### config.mk
export PLATFORM = sky130hd
export DESIGN_NAME = rf_wb_arbiter
export DESIGN_NICKNAME = d
export VERILOG_FILES = /design/src/rtl/rf_wb_arbiter.sv
export SDC_FILE = /design/constraint.sdc
export NUM_CORES = 1
export LEC_CHECK = 0
export CELL_PAD_IN_SITES_DETAIL_PLACEMENT = 1
export CELL_PAD_IN_SITES_GLOBAL_PLACEMENT = 2
export CORE_AREA = 2 2 140 142
export CTS_CLUSTER_SIZE = 30
export DETAILED_ROUTE_END_ITERATION = 10
export DIE_AREA = 0 0 142 144
export HOLD_SLACK_MARGIN = 0.02
export PLACE_DENSITY = 0.83
export SYNTH_ARGS = -nofsm -noshare
export SYNTH_HDL_FRONTEND = slang
export SYNTH_SLANG_ARGS = --single-unit
### constraint.sdc
create_clock -name clk -period 7.4 [get_ports clk]
set_input_delay 0.74 -clock clk [delete_from_list [all_inputs] [get_ports clk]]
set_output_delay 0.74 -clock clk [all_outputs]
set_load 0.005 [all_outputs]
### src/rtl/rf_wb_arbiter.sv
// Register-file write-port arbiter: in-order writeback has priority, buffered
// mul/div results fill idle slots or are forced through after a starvation limit.
module rf_wb_arbiter #(
    parameter int FIFO_DEPTH   = 2,
    parameter int STARVE_LIMIT = 4
) (
    input  logic        clk,
    input  logic        reset,
    input  logic        wb_valid,
    input  logic [4:0]  wb_addr,
    input  logic [31:0] wb_data,
    output logic        wb_stall,
    input  logic        mdu_issue,
    input  logic [4:0]  mdu_issue_addr,
    input  logic        mdu_valid,
    output logic        mdu_ready,
    input  logic [4:0]  mdu_addr,
    input  logic [31:0] mdu_data,
    output logic        rf_wr,
    output logic [4:0]  rf_addr,
    output logic [31:0] rf_data,
    output logic [31:0] busy
);
    localparam int AW = $clog2(FIFO_DEPTH);
    localparam int SW = $clog2(STARVE_LIMIT + 1);

    logic [4:0]    buf_addr [FIFO_DEPTH];
    logic [31:0]   buf_data [FIFO_DEPTH];
    logic [AW-1:0] rd_ptr;
    logic [AW-1:0] wr_ptr;
    logic [AW:0]   count;
    logic [SW-1:0] starve_cnt;

    logic          empty;
    logic          full;
    logic          push;
    logic          pop;
    logic          force_buf;
    logic          grant_wb;
    logic          granted;
    logic [4:0]    grant_addr;
    logic [31:0]   grant_data;
    logic [31:0]   busy_set;
    logic [31:0]   busy_clr;

    // MDU handshake: a result transfers on a cycle where mdu_valid && mdu_ready;
    // mdu_ready depends only on current fullness, so a same-cycle pop never frees a slot.
    always_comb begin
        empty      = (count == '0);
        full       = (count == (AW+1)'(FIFO_DEPTH));
        force_buf  = (starve_cnt == SW'(STARVE_LIMIT));
        pop        = !empty && (force_buf || !wb_valid);
        grant_wb   = wb_valid && !pop;
        granted    = pop || grant_wb;
        grant_addr = wb_addr;
        grant_data = wb_data;
        if (pop) begin
            grant_addr = buf_addr[rd_ptr];
            grant_data = buf_data[rd_ptr];
        end
        mdu_ready = !reset && !full;
        push      = mdu_valid && mdu_ready;
        wb_stall  = !reset && wb_valid && !empty && force_buf;
        busy_set  = '0;
        busy_clr  = '0;
        if (mdu_issue) busy_set[mdu_issue_addr] = 1'b1;
        if (pop)       busy_clr[buf_addr[rd_ptr]] = 1'b1;
    end

    // Payload storage carries no reset; occupancy is tracked by count alone.
    always_ff @(posedge clk) begin
        if (push) begin
            buf_addr[wr_ptr] <= mdu_addr;
            buf_data[wr_ptr] <= mdu_data;
        end
    end

    always_ff @(posedge clk or posedge reset) begin
        if (reset) begin
            rd_ptr     <= '0;
            wr_ptr     <= '0;
            count      <= '0;
            starve_cnt <= '0;
            busy       <= '0;
            rf_wr      <= 1'b0;
            rf_addr    <= '0;
            rf_data    <= '0;
        end else begin
            if (push) wr_ptr <= wr_ptr + 1'b1;
            if (pop)  rd_ptr <= rd_ptr + 1'b1;
            count <= count + (AW+1)'(push) - (AW+1)'(pop);

            if (pop || empty)
                starve_cnt <= '0;
            else if (grant_wb && !force_buf)
                starve_cnt <= starve_cnt + 1'b1;

            // Set wins over a same-edge clear; r0 is never tracked.
            busy <= ((busy & ~busy_clr) | busy_set) & ~32'h1;

            rf_wr <= granted && (grant_addr != 5'd0);
            if (granted) begin
                rf_addr <= grant_addr;
                rf_data <= grant_data;
            end
        end
    end
endmodule

==> impl_metrics.ini, run 1 <==
[die]
core_mm2 = 0.01908
die_x_um = 142
start_util_pct = 35.25
die_y_um = 144
ioPinCount = 156
rows = 51
dieArea_mm2 = 0.02045

[timing]
holdWs_ps = 485.8
fmax_ghz = 0.2962
rsz0062_at_grt = false
slew_headroom_pct = 18.31
skew_ps = 7.757
setup-tns-final_ps = 0
maxSlewViolCount = 0
min_period_ps = 3376
worstMarginPinSlew_ps = 1222
setup_viol = 0
hold_viol_final = 0
post-route-period-util_pct = 45.63

[critical_path]
setup.worst_path.end_class = register
required_ps = 7700
regToRegSetupSlack_ps = 4460
critPathLaunchType = primary input
worstReg2RegStart = starve_cnt[0]
cp_max_fo = 41
reg2reg_to = count[1]
r2r_cells = 11
crit_arrival_ps = 3680
setup.worst_path.class = primary input to register

[global_route]
antenna_found_initial = 0
grt_pass1_vias = 5523
grt_max_degree = 68
grt_first_pass_wirelength_um = 31170
grt_overflow = 0
grt.total_usage_pct = 20.20

[clock_network]
cts.sinks = 150
ctsHoldBuffers = 0
path_clk_slew_ps = 60
worstSkewPairLatency_ps = 430
post_cts_resize_count = 0
cts_tree = done
cts-root-buf = clkbuf_16
h-tree-depth = 4
cts_setup_buffers = 0
cts_max_path_buffers = 2
numCtsBuffers = 17

[logic_synthesis]
synth_edf_count = 74
syn_avg_cell_area_um2 = 13.01
synthMuxAreaShare_pct = 7.143
synth_top_family_by_area = compound AO/OA/AOI/OAI gates
synth_area_leader_cell = edfxtp_1
synthAdderAreaFrac_pct = 0.7440
yosysSeqAreaShare_pct = 61.31
syn_inst = 517
yosysWarnings = 0
synth.top_cell.area_share_pct = 33.04
synth_area_leaders = edfxtp_1 (33%), dfrtp_1 (28%), o211ai_1 (9.2%), mux2i_1 (5.1%), a22oi_1 (3.5%)
synth_ff_type = dfrtp_1
ys_types = 36
syn_area_mm2 = 0.006726
syn_nets = 605
synth-compound-area-share_pct = 19.62
yosys.area_share.simple_pct = 6.678
synth_most_common_cell = o211ai_1
synth_common_cells = o211ai_1 (82), dfrtp_1 (76), edfxtp_1 (74)
postSynth.asyncResetShare_pct = 50.67
synth_seq_cells = 150
synth_xor_area_share_pct = 0.5208

[worst_hold_path]
hp-class = register to register
min-delay-start = starve_cnt[0]
min_path_cells = 1
min_to = starve_cnt[0]

[finish]
fin_nets = 743
postLayoutCoreUtil_pct = 46.99
drive_gt1_share_pct = 9.581
area_growth_pct = 33.28
antenna_cells = 0

[routing]
via_count = 5138
drc = 0
wl_um = 19900
drt-initial-drc-count = 418
viasPerCell = 5.671
routedWlPerCell_um = 21.97
drtAntennaViolNets = 0
first_pass_iters = 7

[job]
cap_violations = 0

[power_and_ir_drop]
power_density_mw_per_mm2 = 325.2
peakVddDrop_v = 0.0002025
power_leakage_uw = 0.003246

[placement]
port_buffers = 154
dp.final_hpwl_um = 13250
routabilityCongestion = 0.7676

[run_status]
outcome = complete, no violations
-- state kept, by name, summed over array words and instances, names as in the netlist --
name,flops
rf_data,32
buf_addr,10
wr_ptr,1
buf_data,64
rf_wr,1
count,2
rf_addr,5
busy,31
starve_cnt,3
rd_ptr,1
-- cells by family (layout without fill, tap and decap cells) --
group,after synthesis,count (layout)
compound gates,172,172
flops,150,150
simple gates,88,88
buf+inv,55,206
mux,43,43
fa+ha+maj,4,4
xor+xnor,4,4
other cells,1,1
-- placed cells by master, fill, tap and decap left out, types with 4 or more instances in the layout --
cell,instances
clkdlybuf4s50_1,153
o211ai_1,82
dfrtp_1,75
edfxtp_1,74
nand2_1,38
mux2i_1,34
a22oi_1,31
o21ai_0,30
nand3_1,24
clkbuf_16,17
o41ai_1,15
inv_1,12
o41ai_2,9
buf_4,7
nor3b_1,5
and3b_1,5
xnor2_1,4
ha_1,4
clkbuf_1,4
clkinvlp_4,4
-- cell type report --
| cell class | instances | area (um^2) |
|---|---|---|
| Fill cell | 1949 | 10110 |
| Sequential cell | 150 | 4125 |
| Multi-Input combinational cell | 312 | 2357 |
| Timing Repair Buffer | 161 | 1589 |
| Clock buffer | 21 | 440.4 |
| Tap cell | 238 | 297.8 |
| Clock inverter | 11 | 105.1 |
| Inverter | 13 | 50.05 |
-- metal layers --
metal  part of all wire [%]  GRT usage (%)  vias up
li1                       -              -     2306
met1                     41          25.44     2605
met2                     51          34.25      200
met3                    6.3          4.570       27
met4                    1.8          7.368        0
met5                      0              0        -
-- worst max path at each step --
stage | startpoint | endpoint | slack, ps | depth (start not counted)
after global placement | wb_valid | count[1] | 3660 | 10
after CTS | wb_valid | count[1] | 4040 | 10
after detailed placement | wb_valid | count[1] | 3590 | 10
final | wb_valid | count[1] | 4020 | 10
after global routing | wb_valid | count[1] | 3770 | 10
after floorplan | reset | buf_addr[0][0] | 2500 | 3
-- power by group --
group	internal [uW]	total, uW	switching [uW]
registers	1040	1170	134
clock network	463	810	347
logic	429	936	506
total	1930	2920	987
-- stage by stage --
stage | cells | cell area [um^2] | setup WS, ps | power [uW]
after floorplan | 517 | 6726 | 2502 | 1716
after global placement | 874 | 8419 | 3659 | 2079
after detailed placement | 874 | 8419 | 3592 | 2126
after CTS | 906 | 8965 | 4042 | 2937
after global routing | 906 | 8965 | 3775 | 3070
final | 906 | 8965 | 4024 | 2916
-- worst max-delay path: stages --
cell and delay [ps]:
buf_2 630, a21boi_2 270, buf_4 350, or2_2 760, inv_1 100, ha_1 310, inv_1 40, ha_1 180
xnor2_1 130, xnor2_1 120
Power figures use the tool's default switching activity.
==> run 2: changes to the inputs <==
- CORE_AREA: 2 2 140 142 -> 2 2 153 155
- DIE_AREA: 0 0 142 144 -> 0 0 155 157
- PLACE_DENSITY: 0.83 -> 0.73
- clock period: 7.4 -> 2.94 ns (I/O delays scaled with it)
==> run 2 against run 1 <==
  * Clock skew grew 6.0 ps
  * Wire length up 5.9%
  * First-iteration DRC count decreased by 33%
  * Flip-flop and latch count did not move
  * Utilization down 6.2 points
  * Clock-buffer cell count fell by 3
  * Critical path type is now register to output port
  * Largest cell class unchanged
  * Highest routed layer is now met5
==> impl_metrics.ini, run 2 (same netlist as run 1, synthesis figures left out) <==
[clock_network]
cts_max_path_buffers = 2
path_clk_slew_ps = 70
worstSkewPairLatency_ps = 430
cts-root-buf = clkbuf_16
numCtsBuffers = 17
cts_tree = done
cts_setup_buffers = 0
ctsHoldBuffers = 0
cts.sinks = 150
post_cts_resize_count = 0
h-tree-depth = 4

[critical_path]
setup.worst_path.end_class = output port
r2r_cells = 8
critPathMaxStageDelay_ps = 540
critPathTopFamily = buffers and inverters
critPathLaunchType = register
reg2reg_to = count[1]
required_ps = 2650
cp_max_fo = 3
setup.worst_path.class = register to output port
worstReg2RegStart = count[1]
slowest_stage = clkdlybuf4s50_1
worst-path-stages = 5
crit_arrival_ps = 1970
regToRegSetupSlack_ps = 950
crit_chain = inv_1 -> ha_1 -> nand2_1 -> nor3_1 -> clkdlybuf4s50_1
critPathBufInv = 2

[timing]
setup_viol = 0
post-route-period-util_pct = 77.09
slew_headroom_pct = 27.07
skew_ps = 13.80
rsz0062_at_grt = false
maxSlewViolCount = 0
setup-tns-final_ps = 0
hold_viol_final = 0
worstMarginPinSlew_ps = 1094
min_period_ps = 2267
fmax_ghz = 0.4412

[finish]
fillers = 2354
final_area_mm2 = 0.009170
largest_reg_flops = 64
layout_common_cells = clkdlybuf4s50_1 (153), o211ai_1 (82), dfrtp_1 (75), edfxtp_1 (74), nand2_1 (38)
fin_nets = 751
top_regs = buf_data: 64 flops, rf_data: 32 flops, busy: 31 flops
area_growth_pct = 36.33
layout_commonest_cell = clkdlybuf4s50_1
top_register = buf_data
drive_gt1_share_pct = 11.24

[power_and_ir_drop]
power_leakage_uw = 0.003327
peakVddDrop_v = 0.0004216
power.internal_uw = 5108
net-switching-power_uw = 2593
p_seq_share_pct = 37.7
pwr-share-comb_pct = 31.9
power_density_mw_per_mm2 = 839.9
switching_share_pct = 33.67
clockPowerShare_pct = 30.5

[run_status]
outcome = complete, no violations

[die]
core_mm2 = 0.02250
ioPinCount = 156
rows = 55
dieArea_mm2 = 0.02434
die_y_um = 157
die_x_um = 155
start_util_pct = 29.89

[worst_hold_path]
min_to = rf_data[0]
min-delay-start = wb_valid
min_path_cells = 3
hp-class = primary input to register

[routing]
drtAntennaViolNets = 0
via_count = 5161
routedWlPerCell_um = 21.90
viasPerCell = 5.365
first_pass_iters = 5
drt-initial-drc-count = 278
wl_um = 21070
drc = 0

[placement]
placed_area_mm2 = 0.008541
dp.final_hpwl_um = 13980
port_buffers = 154
routabilityCongestion = 0.7780

[global_route]
antenna_found_initial = 2
grt_max_degree = 77
grt_overflow = 0
grt_first_pass_wirelength_um = 32610
grt_pass1_vias = 5635
grt.total_usage_pct = 17.59

[job]
cap_violations = 0
-- run 2: changes by cell type in the layout (fill, tap and decap cells not counted), moves of 2 or more --
cell / previous run / this run
clkbuf_1: 4 / 0
buf_4: 7 / 15
inv_8: 0 / 2
inv_6: 1 / 5
clkinv_4: 3 / 1
bufinv_16: 1 / 3
clkinv_2: 3 / 0
-- run 2: layout make-up --
cell class	instances	area [um^2]	share of cell area [%]
Sequential cell	150	4125	44.99
Antenna cell	1	2.502	0.02729
Tap cell	285	356.6	3.889
Clock inverter	14	187.7	2.047
Inverter	13	52.55	0.5731
Multi-Input combinational cell	312	2357	25.71
Timing Repair Buffer	169	1649	17.98
Clock buffer	18	439.2	4.789
-- run 2: metal layers --
metal	share of wire (%)	track usage, %	wire length (um)
met4	1.7	5.467	362
met2	49	29.46	10290
met5	0.057	0	12
met3	6.4	5.094	1347
met1	43	22.02	9058
-- run 2: worst reg2reg max path, cell delays in order, from the launching register on --
cell and delay, ps:
dfrtp_1 460, nor2_4 400, or2_2 210, inv_1 40, ha_1 260, inv_1 40
ha_1 180, xnor2_1 180, xnor2_1 140
-- run 2: worst max-delay path by stage --
stage / start / to / slack [ps]
floorplan: reset / buf_addr[0][0] / 30
global placement: reset / buf_data[1][26] / 760
detailed placement: reset / buf_data[1][26] / 680
CTS: starve_cnt[0] / wb_stall / 630
global route: starve_cnt[0] / wb_stall / 540
finish: starve_cnt[0] / wb_stall / 670
-- run 2: power groups by stage --
stage	registers [uW]	clock network, uW	logic (uW)
6_report	2900	2350	2450
2_1_floorplan	2840	0	1490
5_1_grt	2950	2470	2670
3_3_place_gp	2910	0	2400
4_1_cts	2900	2390	2490
3_5_place_dp	2930	0	2480
-- run 2: per-stage QoR --
| step | instances | hold slack, ps | utilization, % | total power (uW) | setup slack (ps) |
|---|---|---|---|---|---|
| final | 962 | 362.4 | 40.75 | 7702 | 673.5 |
| after global routing | 961 | 361.3 | 40.74 | 8090 | 535.2 |
| after CTS | 961 | 342.1 | 40.74 | 7790 | 631.7 |
| after detailed placement | 929 | 493.0 | 37.95 | 5412 | 676.6 |
| after global placement | 929 | 452.4 | 37.95 | 5314 | 760.8 |
| after floorplan | 517 | 392.9 | - | 4321 | 32.26 |
==> run 3: changes to the inputs <==
- clock period: 2.94 -> 1.8 ns (I/O delays scaled with it)
==> run 3 against run 2 <==
  * Via count up 3.7%
  * Utilization increased by 1.3 points
  * Clock-buffer cell count did not move
  * Global-route usage increased by 0.48 points
  * Cell count increased by 2.8%
  * Largest power group unchanged
  * Worst hold slack lost 61 ps
  * First-iteration DRC count grew 14%
  * Flip-flop and latch count unchanged
  * Wire length up 1.1%
  * Largest cell class unchanged
  * Critical path type is now register to register
  * Sequential share of layout area fell by 1.4 points
  * Combinational power grew 84%
==> impl_metrics.ini, run 3 (same netlist as run 1, synthesis figures left out) <==
[timing]
rsz0062_at_grt = true
maxSlewViolCount = 0
slew_headroom_pct = 44.29
post-route-period-util_pct = 98.10
setup-tns-final_ps = 0
worstMarginPinSlew_ps = 835.7
fmax_ghz = 0.5663
min_period_ps = 1766
worst_slack_ps = 34.20
setup_viol = 0
skew_ps = 9.092
hold_viol_final = 0

[routing]
viasPerCell = 5.411
wl_um = 21310
drc = 0
routedWlPerCell_um = 21.54
drtAntennaViolNets = 0
first_pass_iters = 4
drt-initial-drc-count = 317
via_count = 5351

[global_route]
grt_pass1_vias = 5870
top_usage_layer = met2
grt_overflow = 0
grt_max_degree = 59
gr-usage-met1_pct = 21.45
gr-usage-met3_pct = 4.708
grt_first_pass_wirelength_um = 33490
grt.total_usage_pct = 18.07
met2_usage_pct = 32.19
antenna_found_initial = 1

[finish]
layout_commonest_cell = clkdlybuf4s50_1
final_area_mm2 = 0.009470
fillers = 2331
drive_gt1_share_pct = 15.65
top_regs = buf_data: 64 flops, rf_data: 32 flops, busy: 31 flops
layout_common_cells = clkdlybuf4s50_1 (151), o211ai_1 (82), dfrtp_1 (75), edfxtp_1 (74), nand2_1 (38)
fin_nets = 778
largest_reg_flops = 64
area_growth_pct = 40.79
fin_cells = 989
top_register = buf_data

[die]
die_x_um = 155
ioPinCount = 156
dieArea_mm2 = 0.02434
start_util_pct = 29.89
rows = 55
core_mm2 = 0.02250
die_y_um = 157

[critical_path]
startpoint = starve_cnt[0]
reg2reg_to = count[1]
slowest_stage = dfrtp_1
worstReg2RegStart = starve_cnt[0]
worst-path-stages = 10
required_ps = 2150
critPathLaunchType = register
critPathBufInv = 3
crit_arrival_ps = 2110
crit_chain = inv_2 -> ha_4 -> a21boi_4 -> or2_4 -> inv_2 -> ha_4 -> inv_2 -> ha_4 -> xnor2_2 -> xnor2_1
critPathTopFamily = adder cells
critPathMaxStageDelay_ps = 370
endpoint = count[1]
r2r_cells = 10
setup.worst_path.end_class = register
regToRegSetupSlack_ps = 30
setup.worst_path.class = register to register
cp_max_fo = 3

[placement]
dp.final_hpwl_um = 14790
routabilityCongestion = 0.7785
placedCellCount = 954
placed_area_mm2 = 0.008807
post-place-ws_ps = -95.07
port_buffers = 154

[job]
cap_violations = 0

[power_and_ir_drop]
power_leakage_uw = 0.003484
switching_share_pct = 33.55
pwr-share-comb_pct = 35.4
power.internal_uw = 8464
peakVddDrop_v = 0.0006398
net-switching-power_uw = 4273
power_uw = 12740
clockPowerShare_pct = 27.9
power_density_mw_per_mm2 = 1345
p_seq_share_pct = 36.8

[clock_network]
cts_tree = done
cts.sinks = 150
h-tree-depth = 4
path_clk_slew_ps = 60
numCtsBuffers = 17
ctsHoldBuffers = 0
cts_max_path_buffers = 2
cts-root-buf = clkbuf_16
worstSkewPairLatency_ps = 430

[run_status]
outcome = complete, no violations

[worst_hold_path]
hp-class = primary input to register
[run 3: cell type report]
| cell class | count | area [um^2] | area share, % |
|---|---|---|---|
| antenna | 1 | 2.502 | 0.02642 |
| clock buffer | 18 | 429.2 | 4.532 |
| clock inverter | 14 | 152.6 | 1.612 |
| inverter | 13 | 52.55 | 0.5549 |
| multi-input combinational | 312 | 2427 | 25.63 |
| sequential | 150 | 4125 | 43.56 |
| tap | 285 | 356.6 | 3.765 |
| timing repair buffer | 196 | 1924 | 20.32 |
[run 3: repair_timing]
action,in CTS,in global routing
pin swaps,2,7
setup buffers,2,1
resized for setup,13,7
setup endpoints to repair,3,3
[run 3: worst min-delay path by stage]
stage | slack, ps | from | depth (start not counted) | end
finish | 300 | wb_valid | 3 | starve_cnt[1]
global placement | 490 | rf_data[28] | 2 | rf_data[28]
floorplan | 280 | mdu_addr[0] | 0 | buf_addr[0][0]
global route | 300 | wb_valid | 4 | rf_data[1]
CTS | 200 | wb_valid | 4 | starve_cnt[2]
detailed placement | 500 | rf_data[9] | 2 | rf_data[9]
[run 3: metrics by stage]
stage | hold WS (ps) | utilization [%]
2_1_floorplan | 278.9 | -
3_3_place_gp | 491.4 | 39.14
3_5_place_dp | 499.3 | 39.14
4_1_cts | 200.8 | 41.90
5_1_grt | 302.0 | 42.07
6_report | 301.2 | 42.09
[run 3: power by group through the flow]
| stage | combinational, uW | clock, uW | sequential [uW] |
|---|---|---|---|
| 2_1_floorplan | 2430 | 0 | 4630 |
| 3_3_place_gp | 4260 | 0 | 4700 |
| 3_5_place_dp | 4410 | 0 | 4730 |
| 4_1_cts | 4490 | 3630 | 4690 |
| 5_1_grt | 4880 | 3780 | 4750 |
| 6_report | 4510 | 3550 | 4680 |
[run 3: worst register-to-register path, stage by stage (launching register included)]
cell	delay [ps]
dfrtp_1	370
inv_2	60
ha_4	170
a21boi_4	170
or2_4	150
inv_2	40
ha_4	250
inv_2	40
ha_4	150
xnor2_2	160
xnor2_1	140
[run 3: metal layers]
layer / part of all wire (%) / wire length (um)
met1: 41 / 8827
met2: 51 / 10930
met3: 5.8 / 1227
met4: 1.5 / 322
met5: 0 / 0
